===== config.mk =====
export PLATFORM = sky130hd
export DESIGN_NAME = store_unit
export DESIGN_NICKNAME = d
export VERILOG_FILES = /design/src/rtl/store_unit_pkg.sv /design/src/rtl/store_lane_align.sv /design/src/rtl/store_unit.sv
export SDC_FILE = /design/constraint.sdc
export NUM_CORES = 1
export LEC_CHECK = 0
export BUFFER_PORTS_ARGS = -buffer_cell sky130_fd_sc_hd__buf_2
export CAP_MARGIN = 20
export CORE_MARGIN = 3
export CORE_UTILIZATION = 50
export CTS_CLUSTER_DIAMETER = 50
export DETAILED_ROUTE_END_ITERATION = 12
export PLACE_DENSITY = 0.83
export SLEW_MARGIN = 40
export SYNTH_ARGS = -nofsm -noshare
export SYNTH_HDL_FRONTEND = slang
export SYNTH_SLANG_ARGS = --single-unit
export TNS_END_PERCENT = 5

===== constraint.sdc =====
create_clock -name clk -period 4.4 [get_ports clk]
set_input_delay 0.22 -clock clk [delete_from_list [all_inputs] [get_ports clk]]
set_output_delay 0.22 -clock clk [all_outputs]
set_load 0.005 [all_outputs]

===== src/rtl/store_unit_pkg.sv =====
// store_unit_pkg: store-type and FSM encodings plus the per-type byte-mask helper.
package store_unit_pkg;
  localparam int REG_LEN = 32;
  localparam logic [1:0] ST_SB = 2'b00;
  localparam logic [1:0] ST_SH = 2'b01;
  localparam logic [1:0] ST_SW = 2'b10;
  typedef enum logic [1:0] {ST_IDLE = 2'b00, ST_BEAT0 = 2'b01, ST_BEAT1 = 2'b10} st_state_e;
  function automatic logic [3:0] base_mask(input logic [1:0] t);
    return t == ST_SB ? 4'b0001 : t == ST_SH ? 4'b0011 : t == ST_SW ? 4'b1111 : 4'b0000;
  endfunction
endpackage


===== src/rtl/store_lane_align.sv =====
// store_lane_align: shifts the store mask and data onto byte lanes across a two-word window.
module store_lane_align
  import store_unit_pkg::*;
(
  input  logic [1:0]  st_type,
  input  logic [1:0]  off,
  input  logic [31:0] st_data,
  output logic [7:0]  m8,
  output logic [63:0] d64,
  output logic        split
);
  assign m8 = {4'b0000, base_mask(st_type)} << off;
  assign d64 = {32'b0, st_data} << {off, 3'b000};
  assign split = |m8[7:4];
endmodule


===== src/rtl/store_unit.sv =====
// store_unit: core store request to byte-enabled req/ack write bus, stalling while busy.
// STORE_MISALIGN_SPLIT_EN splits word-crossing stores into two beats; otherwise they raise st_err.
module store_unit
  import store_unit_pkg::*;
#(
  parameter int ADDR_W = REG_LEN,
  parameter int DATA_W = REG_LEN
) (
  input  logic              clk,
  input  logic              rst_n,
  input  logic              st_req,
  input  logic [1:0]        st_type,
  input  logic [ADDR_W-1:0] st_addr,
  input  logic [DATA_W-1:0] st_data,
  output logic              st_busy,
  output logic              st_done,
  output logic              st_err,
  output logic              mem_we,
  output logic [ADDR_W-1:0] mem_addr,
  output logic [DATA_W-1:0] mem_wdata,
  output logic [3:0]        mem_be,
  input  logic              mem_ack
);
  st_state_e state, state_d;
  logic [7:0] m8;
  logic [63:0] d64;
  logic split, ok, we_d, done_d, err_d;
  logic [ADDR_W-1:0] addr_d;
  logic [DATA_W-1:0] wdata_d;
  logic [3:0] be_d;
`ifdef STORE_MISALIGN_SPLIT_EN
  logic [DATA_W-1:0] hi_wdata, hi_wdata_d;
  logic [3:0] hi_be, hi_be_d;
  assign ok = st_type != 2'b11;
`else
  logic unused_hi;
  assign unused_hi = ^d64[63:32];
  assign ok = st_type != 2'b11 && !split;
`endif
  store_lane_align u_align (
    .st_type (st_type),
    .off     (st_addr[1:0]),
    .st_data (st_data),
    .m8      (m8),
    .d64     (d64),
    .split   (split)
  );
  assign st_busy = state != ST_IDLE;
  always_comb begin
    state_d = state;
    we_d = mem_we;
    addr_d = mem_addr;
    wdata_d = mem_wdata;
    be_d = mem_be;
    done_d = 1'b0;
    err_d = 1'b0;
`ifdef STORE_MISALIGN_SPLIT_EN
    hi_wdata_d = hi_wdata;
    hi_be_d = hi_be;
`endif
    case (state)
      ST_IDLE: if (st_req) begin
        err_d = !ok;
        if (ok) begin
          state_d = ST_BEAT0;
          we_d = 1'b1;
          addr_d = {st_addr[ADDR_W-1:2], 2'b00};
          wdata_d = d64[31:0];
          be_d = m8[3:0];
`ifdef STORE_MISALIGN_SPLIT_EN
          hi_wdata_d = d64[63:32];
          hi_be_d = m8[7:4];
`endif
        end
      end
      ST_BEAT0: if (mem_ack) begin
`ifdef STORE_MISALIGN_SPLIT_EN
        // a non-empty high mask means the store crosses into the next word
        if (|hi_be) begin
          state_d = ST_BEAT1;
          addr_d = mem_addr + ADDR_W'(4);
          wdata_d = hi_wdata;
          be_d = hi_be;
        end else begin
          state_d = ST_IDLE;
          we_d = 1'b0;
          done_d = 1'b1;
        end
`else
        state_d = ST_IDLE;
        we_d = 1'b0;
        done_d = 1'b1;
`endif
      end
`ifdef STORE_MISALIGN_SPLIT_EN
      ST_BEAT1: if (mem_ack) begin
        state_d = ST_IDLE;
        we_d = 1'b0;
        done_d = 1'b1;
      end
`endif
      default: state_d = ST_IDLE;
    endcase
  end
  always_ff @(posedge clk or negedge rst_n) begin
    if (!rst_n) begin
      state <= ST_IDLE;
      mem_we <= 1'b0;
      mem_addr <= '0;
      mem_wdata <= '0;
      mem_be <= 4'b0000;
      st_done <= 1'b0;
      st_err <= 1'b0;
`ifdef STORE_MISALIGN_SPLIT_EN
      hi_wdata <= '0;
      hi_be <= 4'b0000;
`endif
    end else begin
      state <= state_d;
      mem_we <= we_d;
      mem_addr <= addr_d;
      mem_wdata <= wdata_d;
      mem_be <= be_d;
      st_done <= done_d;
      st_err <= err_d;
`ifdef STORE_MISALIGN_SPLIT_EN
      hi_wdata <= hi_wdata_d;
      hi_be <= hi_be_d;
`endif
    end
  end
endmodule


==> results.sh, run 1 <==
export IMPL_status="finished, violations left"
export IMPL_violations="hold timing"
export IMPL_yosys_warnings=0
export IMPL_dp_hpwl_mm=5.55
export IMPL_seq_area_frac_synth_pct=51.5
export IMPL_nFillCells=492
export IMPL_cts_root_buf="clkbuf_8"
export IMPL_fin_crit_ns=2.30
export IMPL_syn_inst=257
export IMPL_cts_tree="built"
export IMPL_tightest_slew_ns=0.774
export IMPL_final_util_pct=66.2
export IMPL_num_vias=2463
export IMPL_core_rowCount=29
export IMPL_grt_use_met1_pct=25.6
export IMPL_overflow=0
export IMPL_dieHeight_um=87.9
export IMPL_stdcell_area_um2=4250
export IMPL_clk_path_buf_depth=2
export IMPL_clk_latency_ns=0.33
export IMPL_gr_max_usage_layer="met2"
export IMPL_start_util_pct=52.2
export IMPL_rrSetupSlack_ns=2.27
export IMPL_period_share_pct=52.4
export IMPL_ys_types=27
export IMPL_setup_tns_ns=0
export IMPL_chipWidth_um=87.9
export IMPL_grt_usage_pct=19.9
export IMPL_slowest_stage="buf_2"
export IMPL_drv_slew=0
export IMPL_path_delay_family="compound AO/OA/AOI/OAI gates"
export IMPL_antenna_cells=0
export IMPL_die_area_um2=7720
export IMPL_viasPerCell=5.24
export IMPL_hold_class="input port to async pin"
export IMPL_fin_ws_ns=2.10
export IMPL_syn_mean_instance_area_um2=13.0
export IMPL_crit_fanout=66
export IMPL_pin_count=142
export IMPL_p_per_area_nw_per_um2=466
export IMPL_drc=0
export IMPL_finalPower_mw=1.98
export IMPL_rsz0062_at_grt="false"
export IMPL_antenna_found_initial=0
export IMPL_drv_cap=0
export IMPL_ys_seq_elements=69
export IMPL_netlist_area_um2=3350
export IMPL_crit_required_ns=4.61
export IMPL_first_global_vias=2473
export IMPL_hold_viol_final=24
export IMPL_end_kind="flop"
export IMPL_path_cells="buf_2 -> a21boi_1 -> o22ai_2 -> nand2_8 -> mux2_4"
export IMPL_area_growth_pct=26.8
export IMPL_start_kind="input port"
export IMPL_finalWirelength_mm=7.75
export IMPL_firstDrtPassIters=4
export IMPL_peakVddDrop_mv=0.268
export IMPL_hold_ws_ns=-0.0186
export IMPL_nets=462
export IMPL_routedWlPerCell_um=16.5
export IMPL_leakagePower_nw=2.26
export IMPL_critPathKind="input port to flop"
export IMPL_critical_path_buf_inv_count=1
export IMPL_setup_viol=0
export IMPL_post_dp_cell_area_um2=4050
export IMPL_instances_no_fill=470
export IMPL_port_buffers=139
export IMPL_post_cts_buffers=0
export IMPL_clkTransAtPathRegs_ns=0.08
export IMPL_layout_drive_gt1_share_pct=56.5
export IMPL_cts_buffers_inserted=9
export IMPL_clock_sinks=69
export IMPL_fin_skew_ns=0.0112
export IMPL_h_tree_depth=3
export IMPL_slew_headroom_pct=48.4
export IMPL_pre_cts_ws_ns=1.81
export IMPL_drt_iter0_drc=60
export IMPL_core_area_um2=6420
export IMPL_place_congestion=0.700
export IMPL_arrival_ns=2.51
export IMPL_dp_cells=454
export IMPL_ant_nets=0
export IMPL_grt_max_degree=70
export IMPL_ctsHoldBuffers=0
export IMPL_grt_pass1_wl_mm=12.0
export IMPL_cts_resized=0
export IMPL_grtUsageMet3_pct=4.05
export IMPL_max_stage_delay_ns=0.57
export IMPL_fmax_mhz=434
export IMPL_grt_use_met2_pct=33.5
-- cell families (layout without fill, tap and decap cells) --
kind of cell	Yosys count	count (layout)	synth area share (%)
compound gates	40	40	8.22
fa+ha+maj	4	4	1.49
buf+inv	27	162	4.48
flops	69	69	51.5
mux	76	76	28.2
other cells	1	2	0.112
simple gates	40	40	6.01
-- where the power goes --
group	internal, mW	switching (mW)	leakage (nW)
registers	0.804	0.0922	0.845
clock network	0.279	0.242	0.0959
logic	0.340	0.223	1.32
-- worst register-to-register path, cell delays in order (launching register included) --
cell and delay, ns:
dfrtp_1 0.41, nand2b_1 0.19, nor2_2 0.47, nand2_8 0.43, mux2_4 0.53
-- state kept, by name, indices dropped and copies added, names as in the netlist --
register,count
mem_be,4
mem_we,1
st_err,1
mem_addr,30
mem_wdata,32
st_done,1
-- layer usage --
layer | wire length [um] | share of wire (%) | up-vias
li1 | - | - | 1164
met1 | 3260 | 42 | 1209
met2 | 3950 | 51 | 80
met3 | 441 | 5.7 | 10
met4 | 100 | 1.3 | 0
met5 | 0 | 0 | -
-- synthesized netlist by cell type (all sizes together) --
master | number | share of area (%)
a21bo | 8 | 2.4
a211oi | 8 | 1.8
buf | 16 | 3.2
a21oi | 10 | 1.5
dfrtp | 69 | 52
ha | 4 | 1.5
o22ai | 2 | 0.56
a21boi | 1 | 0.22
nand2 | 9 | 1.0
a31oi | 1 | 0.19
o21ai | 9 | 1.3
nand4 | 8 | 1.5
conb | 1 | 0.11
nor2b | 9 | 1.7
inv | 6 | 0.67
mux2i | 20 | 6.0
and2 | 1 | 0.19
nor2 | 10 | 1.1
nand2b | 2 | 0.37
nor3 | 1 | 0.15
mux2 | 56 | 22
clkbuf | 5 | 0.56
o21a | 1 | 0.22
-- worst paths after layout --
kind	from	to	cells after the start
max in group asynchronous	rst_n	mem_addr[28]$_DFFE_PN0P_	2
min in group clk	mem_ack	mem_we$_DFFE_PN0P_	2
min reg2reg	mem_wdata[4]$_DFFE_PN0P_	mem_wdata[4]$_DFFE_PN0P_	1
max reg2reg	mem_we$_DFFE_PN0P_	mem_addr[29]$_DFFE_PN0P_	4
min	rst_n	mem_addr[16]$_DFFE_PN0P_	2
max	st_addr[0]	mem_addr[29]$_DFFE_PN0P_	5
-- final cells by class --
type | instances | area, um2 | share of cell area [%]
clock buffer | 11 | 141 | 3.33
sequential | 69 | 1730 | 40.6
tap | 77 | 96.3 | 2.27
multi-input combinational | 162 | 1500 | 35.2
timing repair buffer | 140 | 707 | 16.6
inverter | 6 | 22.5 | 0.530
clock inverter | 5 | 58.8 | 1.38
-- layout by cell type (no fill, tap or decap) --
| cell | Yosys | final |
|---|---|---|
| nand2_1 | 9 | 8 |
| buf_6 | 3 | 1 |
| a21bo_2 | 8 | 8 |
| nor2b_1 | 9 | 9 |
| and2_1 | 1 | 1 |
| inv_6 | 0 | 1 |
| dfrtp_1 | 69 | 69 |
| nand2_8 | 0 | 1 |
| ha_1 | 4 | 4 |
| clkbuf_8 | 0 | 10 |
| clkinv_2 | 0 | 1 |
| a211oi_1 | 8 | 8 |
| clkinvlp_4 | 0 | 2 |
| nor2_2 | 0 | 1 |
| o21a_1 | 1 | 1 |
| buf_2 | 9 | 139 |
| o22ai_1 | 1 | 1 |
| inv_1 | 6 | 6 |
| bufinv_16 | 0 | 1 |
| clkbuf_1 | 5 | 1 |
| a31oi_1 | 1 | 1 |
| nor3_1 | 1 | 1 |
| o22ai_2 | 1 | 1 |
| nand2b_1 | 2 | 2 |
| mux2_2 | 26 | 26 |
| mux2i_1 | 20 | 20 |
| nor2_1 | 10 | 9 |
| nand4_1 | 8 | 8 |
| a21boi_1 | 1 | 1 |
| a21oi_1 | 10 | 10 |
| mux2_4 | 30 | 30 |
| conb_1 | 1 | 2 |
| o21ai_0 | 9 | 9 |
Power figures use the tool's default switching activity.
==> run 2, diff against run 1 <==
- CORE_UTILIZATION: 50 -> 43
- PLACE_DENSITY: 0.83 -> 0.76
- clock period: 4.4 -> 1.95 ns (I/O delays scaled with it)
==> run 2 against run 1 <==
The run now ends clean; non-clock buffer count increased by 40; setup slack got worse by 1.7 ns; final cell count increased by 13%; cell area increased by 10%; combinational power increased by 140%; utilization decreased by 3.0 points; sequential cell count unchanged; power increased by 130%; first-iteration DRC count decreased by 6.7%; wire length increased by 6.3%.
==> results.sh, run 2 (synthesis gave the netlist of run 1 again) <==
export IMPL_status="completed"
export IMPL_setup_tns_ns=0
export IMPL_start_kind="flop"
export IMPL_finalPower_mw=4.60
export IMPL_h_tree_depth=3
export IMPL_antenna_found_initial=0
export IMPL_worstHoldPathCells=4
export IMPL_path_cells="nand2b_1 -> nor2_1 -> nand2_4 -> buf_4 -> mux2_2"
export IMPL_crit_required_ns=2.16
export IMPL_grt_pass1_wl_mm=13.2
export IMPL_rsz0062_at_grt="false"
export IMPL_layout_commonest_cell="buf_2"
export IMPL_viasPerCell=4.87
export IMPL_arrival_ns=1.79
export IMPL_antenna_cells=0
export IMPL_max_stage_delay_ns=0.42
export IMPL_fmax_mhz=634
export IMPL_layout_drive_gt1_share_pct=52.4
export IMPL_nets=502
export IMPL_end_kind="flop"
export IMPL_tightest_slew_ns=0.788
export IMPL_cts_tree="built"
export IMPL_clock_sinks=69
export IMPL_ff2ff_path_depth=5
export IMPL_min_to="mem_wdata[21]$_DFFE_PN0P_"
export IMPL_drv_slew=0
export IMPL_chipWidth_um=94.3
export IMPL_period_share_pct=80.9
export IMPL_overflow=0
export IMPL_die_area_um2=8890
export IMPL_drv_cap=0
export IMPL_firstDrtPassIters=4
export IMPL_hold_viol_final=0
export IMPL_p_per_area_nw_per_um2=982
export IMPL_reg2reg_from="mem_we$_DFFE_PN0P_"
export IMPL_clk_path_buf_depth=2
export IMPL_peakVddDrop_mv=0.517
export IMPL_fin_crit_ns=1.58
export IMPL_routedWlPerCell_um=15.5
export IMPL_place_congestion=0.789
export IMPL_finalWirelength_mm=8.24
export IMPL_grt_max_degree=70
export IMPL_ant_nets=0
export IMPL_area_growth_pct=39.7
export IMPL_crit_fanout=18
export IMPL_clkTransAtPathRegs_ns=0.07
export IMPL_slowest_stage="dfrtp_1"
export IMPL_clk_latency_ns=0.33
export IMPL_hold_start="st_data[13]"
export IMPL_start_util_pct=45.2
export IMPL_slew_headroom_pct=47.4
export IMPL_first_global_vias=2695
export IMPL_core_area_um2=7410
export IMPL_mostFrequentLayoutCells="buf_2 (138), dfrtp_1 (69), dlygate4sd3_1 (33)"
export IMPL_setup_viol=0
export IMPL_num_vias=2592
export IMPL_critPathKind="flop to flop"
export IMPL_rrSetupSlack_ns=0.37
export IMPL_top_register="mem_wdata"
export IMPL_drt_iter0_drc=56
export IMPL_fin_skew_ns=0.00543
export IMPL_drc=0
export IMPL_port_buffers=139
export IMPL_core_rowCount=31
export IMPL_reg2reg_to="mem_wdata[24]$_DFFE_PN0P_"
export IMPL_post_cts_buffers=0
export IMPL_hold_class="input port to flop"
export IMPL_dieHeight_um=94.3
export IMPL_cts_root_buf="clkbuf_8"
export IMPL_pin_count=142
export IMPL_grt_usage_pct=19.4
export IMPL_hold_ws_ns=0.144
export IMPL_dp_hpwl_mm=5.70
export IMPL_cts_buffers_inserted=9
export IMPL_largest_register_ffs=32
export IMPL_reg_largest_list="mem_wdata x32, mem_addr x30, mem_be x4"
export IMPL_leakagePower_nw=2.46
-- run 2: cell count changes in the layout (fill, tap and decap cells not counted), moves of 2 or more --
cell and delta:
buf_4 +6, buf_12 +2, dlygate4sd3_1 +33, clkinv_2 +2, clkinvlp_4 -2
-- run 2: worst max-delay path by stage --
stage / from / endpoint / slack [ns] / depth (start not counted)
finish: mem_we$_DFFE_PN0P_ / mem_wdata[24]$_DFFE_PN0P_ / 0.37 / 5
global route: mem_we$_DFFE_PN0P_ / mem_wdata[18]$_DFFE_PN0P_ / 0.28 / 5
CTS: mem_we$_DFFE_PN0P_ / mem_wdata[24]$_DFFE_PN0P_ / 0.35 / 5
detailed placement: st_type[0] / mem_wdata[24]$_DFFE_PN0P_ / 0.21 / 8
global placement: st_type[0] / mem_wdata[24]$_DFFE_PN0P_ / 0.28 / 8
floorplan: st_type[0] / mem_addr[10]$_DFFE_PN0P_ / 0.41 / 8
-- run 2: timing repair --
action,4_1_cts,5_1_grt
hold buffers,33,0
endpoints found under the hold margin,102,0
gates resized for setup,0,0
-- run 2: final cells by class --
type	count	area, um2
multi-input combinational	162	1490
clock buffer	11	131
timing repair buffer	180	1120
clock inverter	5	75.1
tap	99	124
fill	629	2730
inverter	6	22.5
sequential	69	1730
-- run 2: routing by layer --
metal | global-route usage [%] | vias to the layer above | wire length, um
li1 | - | 1245 | -
met1 | 23.8 | 1228 | 3430
met2 | 31.4 | 102 | 3950
met3 | 5.29 | 17 | 616
met4 | 9.03 | 0 | 237
met5 | 0 | - | 0
-- run 2: where the power goes --
group	switching (mW)	internal [mW]	total, mW
combinational	0.527	0.829	1.36
clock	0.507	0.715	1.22
sequential	0.205	1.82	2.02
-- run 2: worst max-delay path: cells and delay by family, from the launching register on --
kind | cells | cell delay [ns]
muxes | 1 | 0.29
DFF | 1 | 0.42
and+or+nand+nor | 3 | 0.52
buffers and inverters | 1 | 0.22
-- run 2: metrics by stage --
step           area, um2  instances  setup WS [ns]  util, %
2_1_floorplan       3350        258          0.410        -
3_5_place_dp        4150        483          0.214     56.0
4_1_cts             4680        532          0.347     63.2
5_1_grt             4680        532          0.277     63.2
3_3_place_gp        4140        483          0.276     55.9
6_report            4680        532          0.373     63.2
